### src/rtl/cdb_arbiter_pkg.sv
// Shared widths, tag encoding and CDB entry types for the result-writeback stage.
package cdb_arbiter_pkg;

    localparam int unsigned INST_TAG_WIDTH = 6;
    localparam int unsigned COMMON_WIDTH   = 32;

    localparam logic [INST_TAG_WIDTH-1:0] TAG_INVALID = '1;

    typedef struct packed {
        logic [INST_TAG_WIDTH-1:0] tag;
        logic [COMMON_WIDTH-1:0]   val;
    } cdb_entry_t;

    typedef enum logic {
        CDB_SRC_ALU = 1'b0,
        CDB_SRC_MEM = 1'b1
    } cdb_src_e;

    function automatic logic tag_valid(input logic [INST_TAG_WIDTH-1:0] t);
        return t != TAG_INVALID;
    endfunction

endpackage

### src/rtl/cdb_arbiter_if.sv
// Producer/ROB-side signal bundle of the CDB arbiter; slave is the arbiter side.
interface cdb_arbiter_if;
    import cdb_arbiter_pkg::*;

    logic [INST_TAG_WIDTH-1:0] alu_target;
    logic [COMMON_WIDTH-1:0]   alu_result;
    logic                      alu_stall;
    logic [INST_TAG_WIDTH-1:0] mem_target;
    logic [COMMON_WIDTH-1:0]   mem_result;
    logic                      mem_stall;
    logic                      rob_ready;
    logic                      cdb_valid;
    logic [INST_TAG_WIDTH-1:0] cdb_tag;
    logic [COMMON_WIDTH-1:0]   cdb_val;
    logic                      overflow;

    modport slave (
        input  alu_target, alu_result, mem_target, mem_result, rob_ready,
        output alu_stall, mem_stall, cdb_valid, cdb_tag, cdb_val, overflow
    );

    modport master (
        output alu_target, alu_result, mem_target, mem_result, rob_ready,
        input  alu_stall, mem_stall, cdb_valid, cdb_tag, cdb_val, overflow
    );

endinterface

### src/rtl/cdb_arbiter_result_fifo.sv
// Per-source result FIFO (module result_fifo); push into a full FIFO is accepted only
// when a pop happens on the same edge.
module result_fifo
    import cdb_arbiter_pkg::*;
#(
    parameter int unsigned DEPTH = 4,
    localparam int unsigned PtrW = $clog2(DEPTH),
    localparam int unsigned CntW = PtrW + 1
) (
    input  logic            i_clk,
    input  logic            i_rst,
    input  logic            i_push,
    input  cdb_entry_t      i_data,
    input  logic            i_pop,
    output cdb_entry_t      o_head,
    output logic [CntW-1:0] o_count,
    output logic            o_full
);

    cdb_entry_t      r_mem [DEPTH];
    logic [PtrW-1:0] r_head;
    logic [PtrW-1:0] r_tail;
    logic [CntW-1:0] r_count;
    logic            w_do_push;
    logic            w_do_pop;

    assign o_full    = (r_count == CntW'(DEPTH));
    assign w_do_pop  = i_pop && (r_count != '0);
    assign w_do_push = i_push && (!o_full || w_do_pop);
    assign o_head    = r_mem[r_head];
    assign o_count   = r_count;

    // When full, tail equals head: the slot being popped is the one rewritten.
    always_ff @(posedge i_clk) begin
        if (i_rst) begin
            r_head  <= '0;
            r_tail  <= '0;
            r_count <= '0;
        end else begin
            if (w_do_push) begin
                r_mem[r_tail] <= i_data;
                r_tail        <= r_tail + 1'b1;
            end
            if (w_do_pop) begin
                r_head <= r_head + 1'b1;
            end
            if (w_do_push && !w_do_pop) begin
                r_count <= r_count + 1'b1;
            end else if (w_do_pop && !w_do_push) begin
                r_count <= r_count - 1'b1;
            end
        end
    end

endmodule

### src/rtl/cdb_arbiter.sv
// Round-robin writeback of ALU and memory results onto the single CDB/ROB write port.
// Optional same-cycle bypass when both FIFOs are empty: define CDB_BYPASS_EN.
module cdb_arbiter
    import cdb_arbiter_pkg::*;
#(
    parameter int unsigned DEPTH = 4,
    localparam int unsigned CntW = $clog2(DEPTH) + 1
) (
    input logic          i_clk,
    input logic          i_rst,
    cdb_arbiter_if.slave io_bus
);

    localparam logic [CntW-1:0] StallLvl = CntW'(DEPTH - 1);

    cdb_entry_t      w_alu_in_data, w_mem_in_data, w_alu_head, w_mem_head;
    logic [CntW-1:0] w_alu_cnt, w_mem_cnt;
    logic            w_alu_full, w_mem_full;
    logic            w_alu_in, w_mem_in, w_alu_ne, w_mem_ne;
    logic            w_alu_push, w_mem_push, w_alu_pop, w_mem_pop;
    logic            w_fifo_valid, w_fifo_gnt_mem, w_byp_alu, w_byp_mem;
    cdb_src_e        w_gnt_src;
    cdb_src_e        r_last_grant;
    logic            r_overflow;

    assign w_alu_in_data = '{tag: io_bus.alu_target, val: io_bus.alu_result};
    assign w_mem_in_data = '{tag: io_bus.mem_target, val: io_bus.mem_result};
    assign w_alu_in      = tag_valid(io_bus.alu_target);
    assign w_mem_in      = tag_valid(io_bus.mem_target);
    assign w_alu_ne      = (w_alu_cnt != '0);
    assign w_mem_ne      = (w_mem_cnt != '0);

    assign w_fifo_valid   = io_bus.rob_ready && (w_alu_ne || w_mem_ne);
    assign w_fifo_gnt_mem = w_mem_ne && (!w_alu_ne || r_last_grant == CDB_SRC_ALU);

`ifdef CDB_BYPASS_EN
    logic w_byp_ok;
    assign w_byp_ok  = io_bus.rob_ready && !w_alu_ne && !w_mem_ne && !i_rst;
    assign w_byp_mem = w_byp_ok && w_mem_in && (!w_alu_in || r_last_grant == CDB_SRC_ALU);
    assign w_byp_alu = w_byp_ok && w_alu_in && !w_byp_mem;
`else
    assign w_byp_mem = 1'b0;
    assign w_byp_alu = 1'b0;
`endif

    always_comb begin
        io_bus.cdb_valid = 1'b0;
        io_bus.cdb_tag   = TAG_INVALID;
        io_bus.cdb_val   = '0;
        w_alu_pop        = 1'b0;
        w_mem_pop        = 1'b0;
        w_gnt_src        = CDB_SRC_ALU;
        if (w_fifo_valid) begin
            io_bus.cdb_valid = 1'b1;
            if (w_fifo_gnt_mem) begin
                {io_bus.cdb_tag, io_bus.cdb_val} = w_mem_head;
                w_mem_pop = 1'b1;
                w_gnt_src = CDB_SRC_MEM;
            end else begin
                {io_bus.cdb_tag, io_bus.cdb_val} = w_alu_head;
                w_alu_pop = 1'b1;
            end
        end else if (w_byp_alu) begin
            io_bus.cdb_valid = 1'b1;
            {io_bus.cdb_tag, io_bus.cdb_val} = w_alu_in_data;
        end else if (w_byp_mem) begin
            io_bus.cdb_valid = 1'b1;
            {io_bus.cdb_tag, io_bus.cdb_val} = w_mem_in_data;
            w_gnt_src = CDB_SRC_MEM;
        end
    end

    assign w_alu_push = w_alu_in && !w_byp_alu;
    assign w_mem_push = w_mem_in && !w_byp_mem;

    result_fifo #(.DEPTH(DEPTH)) u_alu_fifo (
        .i_clk   (i_clk),
        .i_rst   (i_rst),
        .i_push  (w_alu_push),
        .i_data  (w_alu_in_data),
        .i_pop   (w_alu_pop),
        .o_head  (w_alu_head),
        .o_count (w_alu_cnt),
        .o_full  (w_alu_full)
    );

    result_fifo #(.DEPTH(DEPTH)) u_mem_fifo (
        .i_clk   (i_clk),
        .i_rst   (i_rst),
        .i_push  (w_mem_push),
        .i_data  (w_mem_in_data),
        .i_pop   (w_mem_pop),
        .o_head  (w_mem_head),
        .o_count (w_mem_cnt),
        .o_full  (w_mem_full)
    );

    always_ff @(posedge i_clk) begin
        if (i_rst) begin
            r_last_grant <= CDB_SRC_MEM;
            r_overflow   <= 1'b0;
        end else begin
            if (io_bus.cdb_valid) begin
                r_last_grant <= w_gnt_src;
            end
            if ((w_alu_push && w_alu_full && !w_alu_pop) ||
                (w_mem_push && w_mem_full && !w_mem_pop)) begin
                r_overflow <= 1'b1;
            end
        end
    end

    assign io_bus.overflow  = r_overflow;
    assign io_bus.alu_stall = (w_alu_cnt >= StallLvl);
    assign io_bus.mem_stall = (w_mem_cnt >= StallLvl);

endmodule

### src/flat_wrapper.sv
// flat-port wrapper written by rule: the top's interface ports become plain ports
module cdb_arbiter_flat import cdb_arbiter_pkg::*;
#(
    parameter int unsigned DEPTH = 4,
    localparam int unsigned CntW = $clog2(DEPTH) + 1
)
  (i_clk, i_rst, io_bus_alu_target, io_bus_alu_result, io_bus_mem_target, io_bus_mem_result, io_bus_rob_ready, io_bus_alu_stall, io_bus_mem_stall, io_bus_cdb_valid, io_bus_cdb_tag, io_bus_cdb_val, io_bus_overflow);
  cdb_arbiter_if io_bus_i ();
  input logic i_clk;
  input logic i_rst;
  input wire logic [$bits(io_bus_i.alu_target)-1:0] io_bus_alu_target;
  input wire logic [$bits(io_bus_i.alu_result)-1:0] io_bus_alu_result;
  input wire logic [$bits(io_bus_i.mem_target)-1:0] io_bus_mem_target;
  input wire logic [$bits(io_bus_i.mem_result)-1:0] io_bus_mem_result;
  input wire logic [$bits(io_bus_i.rob_ready)-1:0] io_bus_rob_ready;
  output wire logic [$bits(io_bus_i.alu_stall)-1:0] io_bus_alu_stall;
  output wire logic [$bits(io_bus_i.mem_stall)-1:0] io_bus_mem_stall;
  output wire logic [$bits(io_bus_i.cdb_valid)-1:0] io_bus_cdb_valid;
  output wire logic [$bits(io_bus_i.cdb_tag)-1:0] io_bus_cdb_tag;
  output wire logic [$bits(io_bus_i.cdb_val)-1:0] io_bus_cdb_val;
  output wire logic [$bits(io_bus_i.overflow)-1:0] io_bus_overflow;
  assign io_bus_i.alu_target = io_bus_alu_target;
  assign io_bus_i.alu_result = io_bus_alu_result;
  assign io_bus_i.mem_target = io_bus_mem_target;
  assign io_bus_i.mem_result = io_bus_mem_result;
  assign io_bus_i.rob_ready = io_bus_rob_ready;
  assign io_bus_alu_stall = io_bus_i.alu_stall;
  assign io_bus_mem_stall = io_bus_i.mem_stall;
  assign io_bus_cdb_valid = io_bus_i.cdb_valid;
  assign io_bus_cdb_tag = io_bus_i.cdb_tag;
  assign io_bus_cdb_val = io_bus_i.cdb_val;
  assign io_bus_overflow = io_bus_i.overflow;
  cdb_arbiter #(.DEPTH(DEPTH)) u_core (.i_clk(i_clk), .i_rst(i_rst), .io_bus(io_bus_i));
endmodule
### config.mk
export PLATFORM = sky130hd
export DESIGN_NAME = cdb_arbiter_flat
export DESIGN_NICKNAME = d
export VERILOG_FILES = /design/src/rtl/cdb_arbiter_pkg.sv /design/src/rtl/cdb_arbiter_if.sv /design/src/rtl/cdb_arbiter_result_fifo.sv /design/src/rtl/cdb_arbiter.sv /design/src/flat_wrapper.sv
export SDC_FILE = /design/constraint.sdc
export NUM_CORES = 1
export LEC_CHECK = 0
export ABC_AREA = 1
export CORE_MARGIN = 2
export CORE_UTILIZATION = 55
export DETAILED_ROUTE_END_ITERATION = 8
export PLACE_DENSITY = 0.77
export SLEW_MARGIN = 20
export SYNTH_ARGS = -nofsm -noshare
export SYNTH_HDL_FRONTEND = slang
export SYNTH_SLANG_ARGS = --single-unit
### constraint.sdc
create_clock -name i_clk -period 4.9 [get_ports i_clk]
set_input_delay 0.49 -clock i_clk [delete_from_list [all_inputs] [get_ports i_clk]]
set_output_delay 0.49 -clock i_clk [all_outputs]
set_load 0.02 [all_outputs]
==> out/results.ini <==
[status]
status=finished clean

[logic_synthesis]
synthTopCellsByCount=edfxtp_1, nand2_1, nand3_1, nor2_1, a21oi_1
synth.area.top_cells=edfxtp_1, nand2_1, nand3_1
ys_warn_count=0
yosysUniqueCellTypes=32
synth_seq_area_share_pct=73.7
ys_seq_elements=324
synthArstFlopShare_pct=0
yosys.area.top_type=edfxtp_1
netlist_instances=1017
synth_nets=1108
synth_edf_count=304
yosys.area.top_type_share_pct=70.6
synth_area_sq_mm=0.0129
syn_avg_cell_area_sq_um=12.7
yosysMostFrequentCell=edfxtp_1
synth_flop_cell=edfxtp_1

[timing]
max_freq_mhz=278
setup_tns_ns=0
max_slew_margin_pct=26.2
min_period_over_period_pct=73.3
setup_viol=0
worst_pin_slew_ns=1.10
drv_slew=0
rsz0062_at_grt=no
finalCriticalPeriod_ns=3.59
hold_viol_final=0
skew_ns=0.0156

[place]
postPlaceCellArea_sq_mm=0.0144
io_buffer_count=120
dp_hpwl_mm=18.7
place_congestion=0.867

[grt]
grt_pass1_vias=7914
grt_pass1_wl_mm=45.0
grt_max_degree=77
grt_overflow=0
gr-usage-all-layers_pct=24.7
antenna_found_initial=1

[detailed_routing]
wl_mm=30.1
wire_per_inst_um=20.4
drc=0
vias_per_cell=5.62
route.antenna.remaining_nets=0
drtIter0Drc=841
vias=8298
drt-pass1-iter-count=5

[floorplanning]
coreArea_sq_mm=0.0233
rows=56
die_w_um=157
dieArea_sq_mm=0.0248
start_util_pct=55.6
die_y_um=157
boundaryPins=121

[power]
vdd_drop_max_mv=0.594
leakagePower_nw=5.44
power_density_mw_per_mm2=574

[setup_path]
r2r_cells=9
cp.required_ns=4.41
path_class=reg -> out
critPathLaunchType=flop
cp-end-kind=output port
worstPathMaxFanout=38
arrival_ns=3.10

[layout]
fill_cells=1700
stdcell_area_sq_mm=0.0155
drive_gt1_share_pct=7.53
final_nets=1221
utilization_pct=66.4
syn_to_final_growth_pct=19.5

[cts]
cts.sinks=324
clk_pin_slew_worst_paths_ns=0.06
cts_tree=yes
cts_resized=0
cts_made_buffers=34
cts-htree-levels=2
cts_buffer_depth=3
cts_root_buffer=clkbuf_16
insertion_delay_ns=0.51
cts_setup_buffers=0
ctsHoldBuffers=0

[worst_hold_path]
hp-class=reg -> reg
min_path_cells=2

[flow_run]
maxCapViolCount=0

## logic make-up after synthesis
| group | Yosys count | synth area share, % |
|---|---|---|
| AND/OR/NAND/NOR | 424 | 13.8 |
| buffers and inverters | 93 | 3.37 |
| AO/OA/AOI/OAI | 163 | 7.82 |
| flip-flops | 324 | 73.7 |
| adder cells (fa/ha/maj) | 12 | 1.28 |
| XOR/XNOR | 1 | 0.0677 |
## layout make-up
cell class / instances / area, sq um / share of cell area, %
flip-flops and latches: 324 / 9530 / 61.7
multi-input cells: 600 / 3030 / 19.6
repair buffers: 135 / 1310 / 8.50
clock buffers: 46 / 927 / 6.00
well taps: 319 / 399 / 2.58
inverters: 35 / 131 / 0.850
clock inverters: 15 / 123 / 0.793
diodes: 2 / 5.00 / 0.0324
## per-stage QoR
step                hold WS, ns  power, mW  cells  worst slack [ns]
floorplan                 0.444       5.44   1017              1.81
global placement          0.457       6.45   1413              1.45
detailed placement        0.465       6.50   1413              1.35
CTS                       0.479       8.92   1474              1.31
global route              0.510       9.30   1474              1.11
finish                    0.479       8.87   1476              1.31
## where the power goes
group | internal [mW] | switching [mW]
logic | 0.969 | 1.84
clock network | 1.43 | 0.988
registers | 3.51 | 0.135
total | 5.91 | 2.96
## path summary, 6_finish.rpt
| kind | startpoint | endpoint | slack [ns] |
|---|---|---|---|
| worst min register to register | u_core.r_last_grant$_SDFFE_PP1P_ | u_core.r_last_grant$_SDFFE_PP1P_ | 0.48 |
| worst max register to register | u_core.u_alu_fifo.o_count[0]$_SDFFE_PP0P_ | u_core.u_alu_fifo.r_mem[2][25]$_DFFE_PP_ | 1.94 |
| worst max-delay path | flop | io_bus_cdb_val[3] | 1.31 |
| worst min-delay path | u_core.r_last_grant$_SDFFE_PP1P_ | u_core.r_last_grant$_SDFFE_PP1P_ | 0.48 |
## worst max-delay path: stages, from the launching register on
cell and delay, ns:
dfxtp_1 0.40, inv_2 0.50, buf_4 0.49, a21oi_1 0.08, a32o_1 0.28, o21ai_1 0.19
clkdlybuf4s50_1 0.64
## placed cells by master (no fill, tap or decap), types with 5 or more instances in the layout
cell type | synthesis | final
edfxtp_1 | 304 | 304
nand2_1 | 247 | 247
clkdlybuf4s50_1 | 0 | 120
nand3_1 | 102 | 102
nor2_1 | 61 | 53
a21oi_1 | 50 | 50
o21ai_0 | 36 | 36
clkbuf_16 | 0 | 35
a32o_1 | 32 | 32
o21ai_1 | 31 | 31
inv_1 | 31 | 30
dfxtp_1 | 20 | 18
buf_4 | 10 | 15
ha_1 | 10 | 10
clkbuf_1 | 16 | 10
nor2_4 | 1 | 9
clkinv_1 | 0 | 7
o22ai_1 | 6 | 6
a31oi_1 | 6 | 6
nand2_2 | 5 | 5
inv_2 | 4 | 5
## metal layers
layer	vias up	wire length, um	global-route usage [%]
met2	362	15000	42.6
met5	-	0	0
li1	3896	-	-
met3	71	2200	4.38
met4	0	1400	11.8
met1	3969	11500	30.3
## registers in the layout, indices dropped and copies added, names as in the netlist, 2 cells and up, named ones only
signal / flops
u_core.u_mem_fifo.r_tail: 2
u_core.u_mem_fifo.r_mem: 152
u_core.u_alu_fifo.r_mem: 152
u_core.u_alu_fifo.o_count: 3
u_core.u_alu_fifo.r_tail: 2
u_core.u_mem_fifo.o_count: 3
u_core.u_mem_fifo.r_head: 2
u_core.u_alu_fifo.r_head: 2
Note: power is estimated with default switching activity, not from simulation.
